## src/rtl/display_pkg.sv

```systemverilog
// Shared types and helpers for the multiplexed 7-segment scanner.
//
// Contents:
//   MAX_DIGITS        largest digit count any scanner build supports (16)
//   IDX_W             width of a digit index at MAX_DIGITS
//   scan_state_t      per-slot phase: SCAN_BLANK (anodes off) / SCAN_DRIVE
//   next_idx_t        result of the circular enabled-digit search
//   anode_all_off(n)  active-low anode vector with the low n bits high
//   next_enabled_idx  circular search for the next enabled digit after cur
package display_pkg;

  localparam int MAX_DIGITS = 16;
  localparam int IDX_W      = 4;

  typedef enum logic {
    SCAN_BLANK = 1'b0,
    SCAN_DRIVE = 1'b1
  } scan_state_t;

  typedef struct packed {
    logic             found;  // at least one digit enabled
    logic             wrap;   // search passed index n-1 (new idx <= cur)
    logic [IDX_W-1:0] idx;
  } next_idx_t;

  function automatic logic [MAX_DIGITS-1:0] anode_all_off(input int n);
    logic [MAX_DIGITS-1:0] r;
    r = '0;
    for (int i = 0; i < MAX_DIGITS; i++) begin
      if (i < n) r[i] = 1'b1;
    end
    return r;
  endfunction

  // Candidates are cur+1, cur+2, ... modulo n; the first enabled one wins.
  // With a single enabled digit the search comes all the way round to cur,
  // which counts as a wrap.
  function automatic next_idx_t next_enabled_idx(
    input logic [MAX_DIGITS-1:0] mask,
    input logic [IDX_W-1:0]      cur,
    input int                    n
  );
    next_idx_t      r;
    logic [IDX_W:0] c;
    r = '0;
    for (int i = 1; i <= MAX_DIGITS; i++) begin
      c = {1'b0, cur} + (IDX_W+1)'(i);
      if (c >= (IDX_W+1)'(n)) c = c - (IDX_W+1)'(n);
      if (i <= n && !r.found && mask[c[IDX_W-1:0]]) begin
        r.found = 1'b1;
        r.idx   = c[IDX_W-1:0];
        r.wrap  = (c[IDX_W-1:0] <= cur);
      end
    end
    return r;
  endfunction

endpackage

```

## src/rtl/scan_prescaler.sv

```systemverilog
// Slot timer for the display scanner.
//
// Counts slot_cnt through 0..TICK_DIV-1 and tracks the per-slot phase as a
// two-state FSM (SCAN_BLANK while slot_cnt < BLANK_CYCLES, else SCAN_DRIVE).
//
// Ports:
//   clk           system clock
//   reset         synchronous active-high reset
//   slot_end      high on the last cycle of each slot (slot_cnt == TICK_DIV-1)
//   blank_active  registered FSM state: 1 = SCAN_BLANK, 0 = SCAN_DRIVE
module scan_prescaler
  import display_pkg::*;
#(
  parameter int TICK_DIV     = 100000,
  parameter int BLANK_CYCLES = 16
) (
  input  logic clk,
  input  logic reset,
  output logic slot_end,
  output logic blank_active
);

  localparam int CNT_W = (TICK_DIV > 1) ? $clog2(TICK_DIV) : 1;
  localparam logic [CNT_W-1:0] LAST_CNT = CNT_W'(TICK_DIV - 1);
  localparam logic [CNT_W-1:0] BLANK_N  = CNT_W'(BLANK_CYCLES);
  localparam scan_state_t RESET_STATE = (BLANK_CYCLES > 0) ? SCAN_BLANK : SCAN_DRIVE;

  logic [CNT_W-1:0] slot_cnt;
  logic [CNT_W-1:0] cnt_next;
  scan_state_t      state;
  scan_state_t      state_next;

  // State register
  always_ff @(posedge clk) begin
    if (reset) begin
      slot_cnt <= '0;
      state    <= RESET_STATE;
    end else begin
      slot_cnt <= cnt_next;
      state    <= state_next;
    end
  end

  // Next state: the phase is registered alongside the counter so it always
  // describes the slot_cnt value held in the same cycle.
  always_comb begin
    cnt_next   = slot_end ? '0 : slot_cnt + 1'b1;
    state_next = (cnt_next < BLANK_N) ? SCAN_BLANK : SCAN_DRIVE;
  end

  // Outputs
  always_comb begin
    slot_end     = (slot_cnt == LAST_CNT);
    blank_active = (state == SCAN_BLANK);
  end

endmodule

```

## src/rtl/display_scan_controller.sv

```systemverilog
// Multiplexed 7-segment scanner with digit-enable mask, anti-ghosting blank
// time at every slot start and a frame-start pulse.
//
// Ports:
//   clk          system clock
//   reset        synchronous active-high reset
//   digit_en     per-digit enable, active-high
//   brightness   (BRIGHTNESS_EN only) PWM duty in 1/16 steps, 4'hF = fully on
//   an           active-low anode drives, registered, at most one bit low
//   seg_sel      index of the digit being scanned, registered
//   frame_start  one-cycle pulse when the scan wraps to a new frame
//
// Build option: define BRIGHTNESS_EN to add the brightness input and the
// free-running 4-bit PWM counter that gates the anode during SCAN_DRIVE.
module display_scan_controller
  import display_pkg::*;
#(
  parameter  int NUM_DIGITS   = 8,
  parameter  int TICK_DIV     = 100000,
  parameter  int BLANK_CYCLES = 16,
  localparam int SEL_W        = $clog2(NUM_DIGITS)
) (
  input  logic                  clk,
  input  logic                  reset,
  input  logic [NUM_DIGITS-1:0] digit_en,
`ifdef BRIGHTNESS_EN
  input  logic [3:0]            brightness,
`endif
  output logic [NUM_DIGITS-1:0] an,
  output logic [SEL_W-1:0]      seg_sel,
  output logic                  frame_start
);

  localparam logic [MAX_DIGITS-1:0] ALL_OFF_EXT = anode_all_off(NUM_DIGITS);
  localparam logic [NUM_DIGITS-1:0] ALL_OFF     = ALL_OFF_EXT[NUM_DIGITS-1:0];

  logic                  slot_end;
  logic                  blank_active;
  logic                  pwm_on;
  logic [MAX_DIGITS-1:0] mask_ext;
  next_idx_t             nxt;
  logic [NUM_DIGITS-1:0] an_next;

  scan_prescaler #(
    .TICK_DIV     (TICK_DIV),
    .BLANK_CYCLES (BLANK_CYCLES)
  ) u_prescaler (
    .clk          (clk),
    .reset        (reset),
    .slot_end     (slot_end),
    .blank_active (blank_active)
  );

`ifdef BRIGHTNESS_EN
  logic [3:0] pwm_cnt;

  always_ff @(posedge clk) begin
    if (reset) pwm_cnt <= '0;
    else       pwm_cnt <= pwm_cnt + 4'd1;
  end

  // 4'hF is treated as fully on rather than 15/16.
  assign pwm_on = (brightness == 4'hF) || (pwm_cnt < brightness);
`else
  assign pwm_on = 1'b1;
`endif

  always_comb begin
    mask_ext                 = '0;
    mask_ext[NUM_DIGITS-1:0] = digit_en;
  end

  assign nxt = next_enabled_idx(mask_ext, IDX_W'(seg_sel), NUM_DIGITS);

  // digit_en is used live so a disabled digit goes dark within one cycle,
  // even though seg_sel itself only moves at slot end.
  always_comb begin
    an_next = ALL_OFF;
    if (!blank_active && digit_en[seg_sel] && pwm_on) an_next[seg_sel] = 1'b0;
  end

  always_ff @(posedge clk) begin
    if (reset) begin
      an          <= ALL_OFF;
      seg_sel     <= '0;
      frame_start <= 1'b0;
    end else begin
      an          <= an_next;
      frame_start <= 1'b0;
      if (slot_end) begin
        // With no digit enabled the index parks at 0 and no frame is signalled.
        seg_sel     <= nxt.found ? SEL_W'(nxt.idx) : '0;
        frame_start <= nxt.found && nxt.wrap;
      end
    end
  end

endmodule

```

## config.mk

```make
export PLATFORM = sky130hd
export DESIGN_NAME = display_scan_controller
export DESIGN_NICKNAME = d
export VERILOG_FILES = /design/src/rtl/display_pkg.sv /design/src/rtl/scan_prescaler.sv /design/src/rtl/display_scan_controller.sv
export SDC_FILE = /design/constraint.sdc
export NUM_CORES = 1
export LEC_CHECK = 0
export CAP_MARGIN = 20
export CORE_ASPECT_RATIO = 1.75
export CORE_MARGIN = 2
export CORE_UTILIZATION = 40
export DETAILED_ROUTE_END_ITERATION = 16
export SETUP_SLACK_MARGIN = 0.05
export SYNTH_ARGS = -nofsm -noshare
export SYNTH_HDL_FRONTEND = slang
export SYNTH_HIERARCHICAL = 1
export SYNTH_SLANG_ARGS = --single-unit
```

## constraint.sdc

```tcl
create_clock -name clk -period 4.05 [get_ports clk]
set_clock_uncertainty 0.2 [all_clocks]
set_input_delay 1.215 -clock clk [delete_from_list [all_inputs] [get_ports clk]]
set_output_delay 1.215 -clock clk [all_outputs]
set_load 0.05 [all_outputs]
```

==> results.md <==
* Vias in the first global route at 2,032
* Ratio of final minimum period to clock period at 0.920
* Top_reg_cell synth: dfxtp_1
* Setup TNS at 0 ns
* Largest net degree at the start of global routing at 16
* Critical Setup Path Class: in -> reg
* Post-DP HPWL at 4610 um
* CTS root buf: clkbuf_8
* Reg2reg setup slack at 0.48 ns
* Sequential-to-total area share from yosys stat at 0.242
* RSZ-0062 raised after global routing: no
* Async SR Flop Fraction at 0
* Initial antenna violation count at 0
* Min cycle time layout at roughly 3.7 ns
* Max-cap viol count at 0
* Synth Cell Area at ~0.0025 sq mm
* Initial core utilization at 0.407
* Total gr overflow at 0
* Drt first pass iters at 4
* Io pins at 22
* Worst path cell trace: clkdlybuf4s50_1 -> mux4_1 -> mux2i_4 -> nand3_4 -> or3b_1 -> a211o_1 -> a31oi_1
* Vias after detailed routing at 2,023
* Worst Path Required at 4.05 ns
* # setup viols final at 0
* Max Clock Freq at 269 MHz
* Pwr dens at ~220 mW/mm^2
* Die area at 0.00686 sq mm
* Clk_lat worst skew at a little under 0.3 ns
* Most frequent cells in the layout: nor2_1 (31), dfxtp_1 (30), nand2_1 (21), clkdlybuf4s50_1 (21), ha_1 (14)
* Detail Route Antenna Nets at 0
* End of the worst hold path: u_prescaler/slot_cnt[0]
* Chip height at 108 um
* Yosys reg bits at 30
* Crit path DAT at 3.72 ns
* Hold depth at 1
* Share of cells above drive strength 1 at 0.154
* Core Util, Final at 0.462
* Worst Reg-to-Reg Cells at 10
* Rel. slew slack at 0.557
* Post-synth EDFFs at 0
* Layout Nets at 303
* Synth Instances at 260
* Design Power at 624 uW
* Area growth from synthesis to layout at 13.4%
* Startpoint types: primary input
* P_leak at 0.00104 uW
* Max VDD drop at 0.120 mV
* GP Congestion at 0.920
* Syn_nets at between 200 and 300
* Fin. Hold Viols at 0
* Die width at 63.5 um
* Post-Route WL at 5950 um
* Avg Synthesized Cell Area at 9.53 sq um
* Avg WL per Cell at 16.5 um
* # resized after CTS at 0
* Row count at 38
* Hold/Removal Path Class: reg -> reg
* DRC Markers at 0
* Postcts setup bufs at 0
* Number of DRC markers in iteration 0 at ~140
* Core area at 0.00609 sq mm
* Most common cell after layout, fill and taps aside: nor2_1
* Slowest cell on crit path: mux4_1
* CTS buffer count at 5
* GRT Total Usage at 0.184
* Crit-path max FO at 8
* First-pass GRT wire length at 9790 um
* Tightest Pin Transition at 0.659 ns
* CTS clk-pin slew, worst paths at roughly 0.060 ns
* Max Slew Vio Count at 0
* R2r startpoint: seg_sel[1]
* CP Capture Type: register
* CTS tree: done
* Status: completed
* Clock buffer depth at 2
* Vias/cell at 5.62
* Cts hold-fix bufs at 0
* CP max stage delay at 0.59 ns
* Diode count at 0
* CTS sink count at 30
* Ys Warns at 6
* PortBufs at 21
* R2r endpoint: frame_start
* H-tree depth at 2
* Hold_sp: u_prescaler/slot_cnt[0]
* Yosys cell types at 58
* Crit. Startpoint: digit_en[4]
[area by class of cell]
class,count,area (sq um)
Fill cell,634,3280
Multi-Input combinational cell,205,1720
Sequential cell,30,601
Timing Repair Buffer,27,255
Tap cell,80,100
Clock buffer,6,82.6
Inverter,10,37.5
Clock inverter,2,12.5
[critical path: cells and delay by family]
family,cells,cell delay [ns]
multiplexers,2,0.90
AND/OR/NAND/NOR,2,0.58
buffers and inverters,1,0.55
AO/OA/AOI/OAI,2,0.47
[synthesized netlist by cell type (2+ instances only)]
master | count | area (sq um)
a21o_1 | 2 | 15.0
dfxtp_1 | 30 | 601
o22ai_1 | 3 | 18.8
mux2i_1 | 9 | 90.1
xnor2_1 | 13 | 114
and2b_1 | 2 | 15.0
xor2_1 | 11 | 96.3
and2_1 | 3 | 18.8
a211oi_1 | 2 | 15.0
a22oi_1 | 2 | 15.0
nand2b_1 | 5 | 31.3
ha_1 | 14 | 175
buf_4 | 5 | 37.5
o21ai_0 | 2 | 10.0
nand4_1 | 8 | 50.1
mux2i_4 | 2 | 45.0
mux4_2 | 6 | 135
nand2_2 | 2 | 12.5
mux4_1 | 6 | 158
buf_6 | 5 | 56.3
nand3_1 | 5 | 25.0
nor2_1 | 31 | 116
nor4_1 | 6 | 37.5
a31oi_1 | 7 | 43.8
nor3_1 | 8 | 40.0
nor2b_1 | 3 | 18.8
nand2_1 | 21 | 78.8
inv_1 | 9 | 33.8
buf_2 | 3 | 15.0
mux2_2 | 4 | 45.0
a21oi_1 | 4 | 20.0
[worst max-delay path by stage]
stage | to | slack, ns | depth (start not counted)
CTS | frame_start | 0.32 | 7
global placement | frame_start | 0.06 | 7
detailed placement | frame_start | 0.02 | 7
floorplan | frame_start | 0.45 | 12
global route | frame_start | 0.20 | 7
finish | frame_start | 0.33 | 7
[per-layer routing]
layer  share of wire  track usage  vias up  wire, um
met5               0            0        -         0
li1                -            -      990         -
met3           0.028       0.0208       12       169
met2            0.59        0.386       60      3500
met4           0.029       0.0932        0       174
met1            0.35        0.166      961      2110
[cell families (layout without fill, tap and decap cells)]
kind of cell,count (synthesis),count (layout),share of synthesized area
mux,27,27,0.191
simple gates,107,107,0.242
xor+xnor,24,24,0.0848
buf+inv,25,45,0.0626
compound gates,33,33,0.107
fa+ha+maj,14,14,0.0707
flops,30,30,0.242
[report_power, final]
part | switching, uW | internal [uW] | total (uW)
registers | 3.57 | 298 | 301
logic | 36.3 | 32.9 | 69.2
clock network | 117 | 136 | 253
[per-stage QoR]
stage | std cells | hold slack (ns) | instance area (sq um) | setup WS (ns)
after global placement | 352 | 0.280 | 2720 | 0.0559
after detailed placement | 352 | 0.291 | 2720 | 0.0247
after CTS | 360 | 0.307 | 2810 | 0.316
after global routing | 360 | 0.372 | 2810 | 0.196
after floorplan | 260 | 0.241 | 2480 | 0.454
final | 360 | 0.307 | 2810 | 0.326
[flip-flops by register name, indices dropped and copies added (netlist names)]
name                  flops
u_prescaler/state         1
an                        8
u_prescaler/slot_cnt     17
frame_start               1
seg_sel                   3
Power figures use the tool's default switching activity.
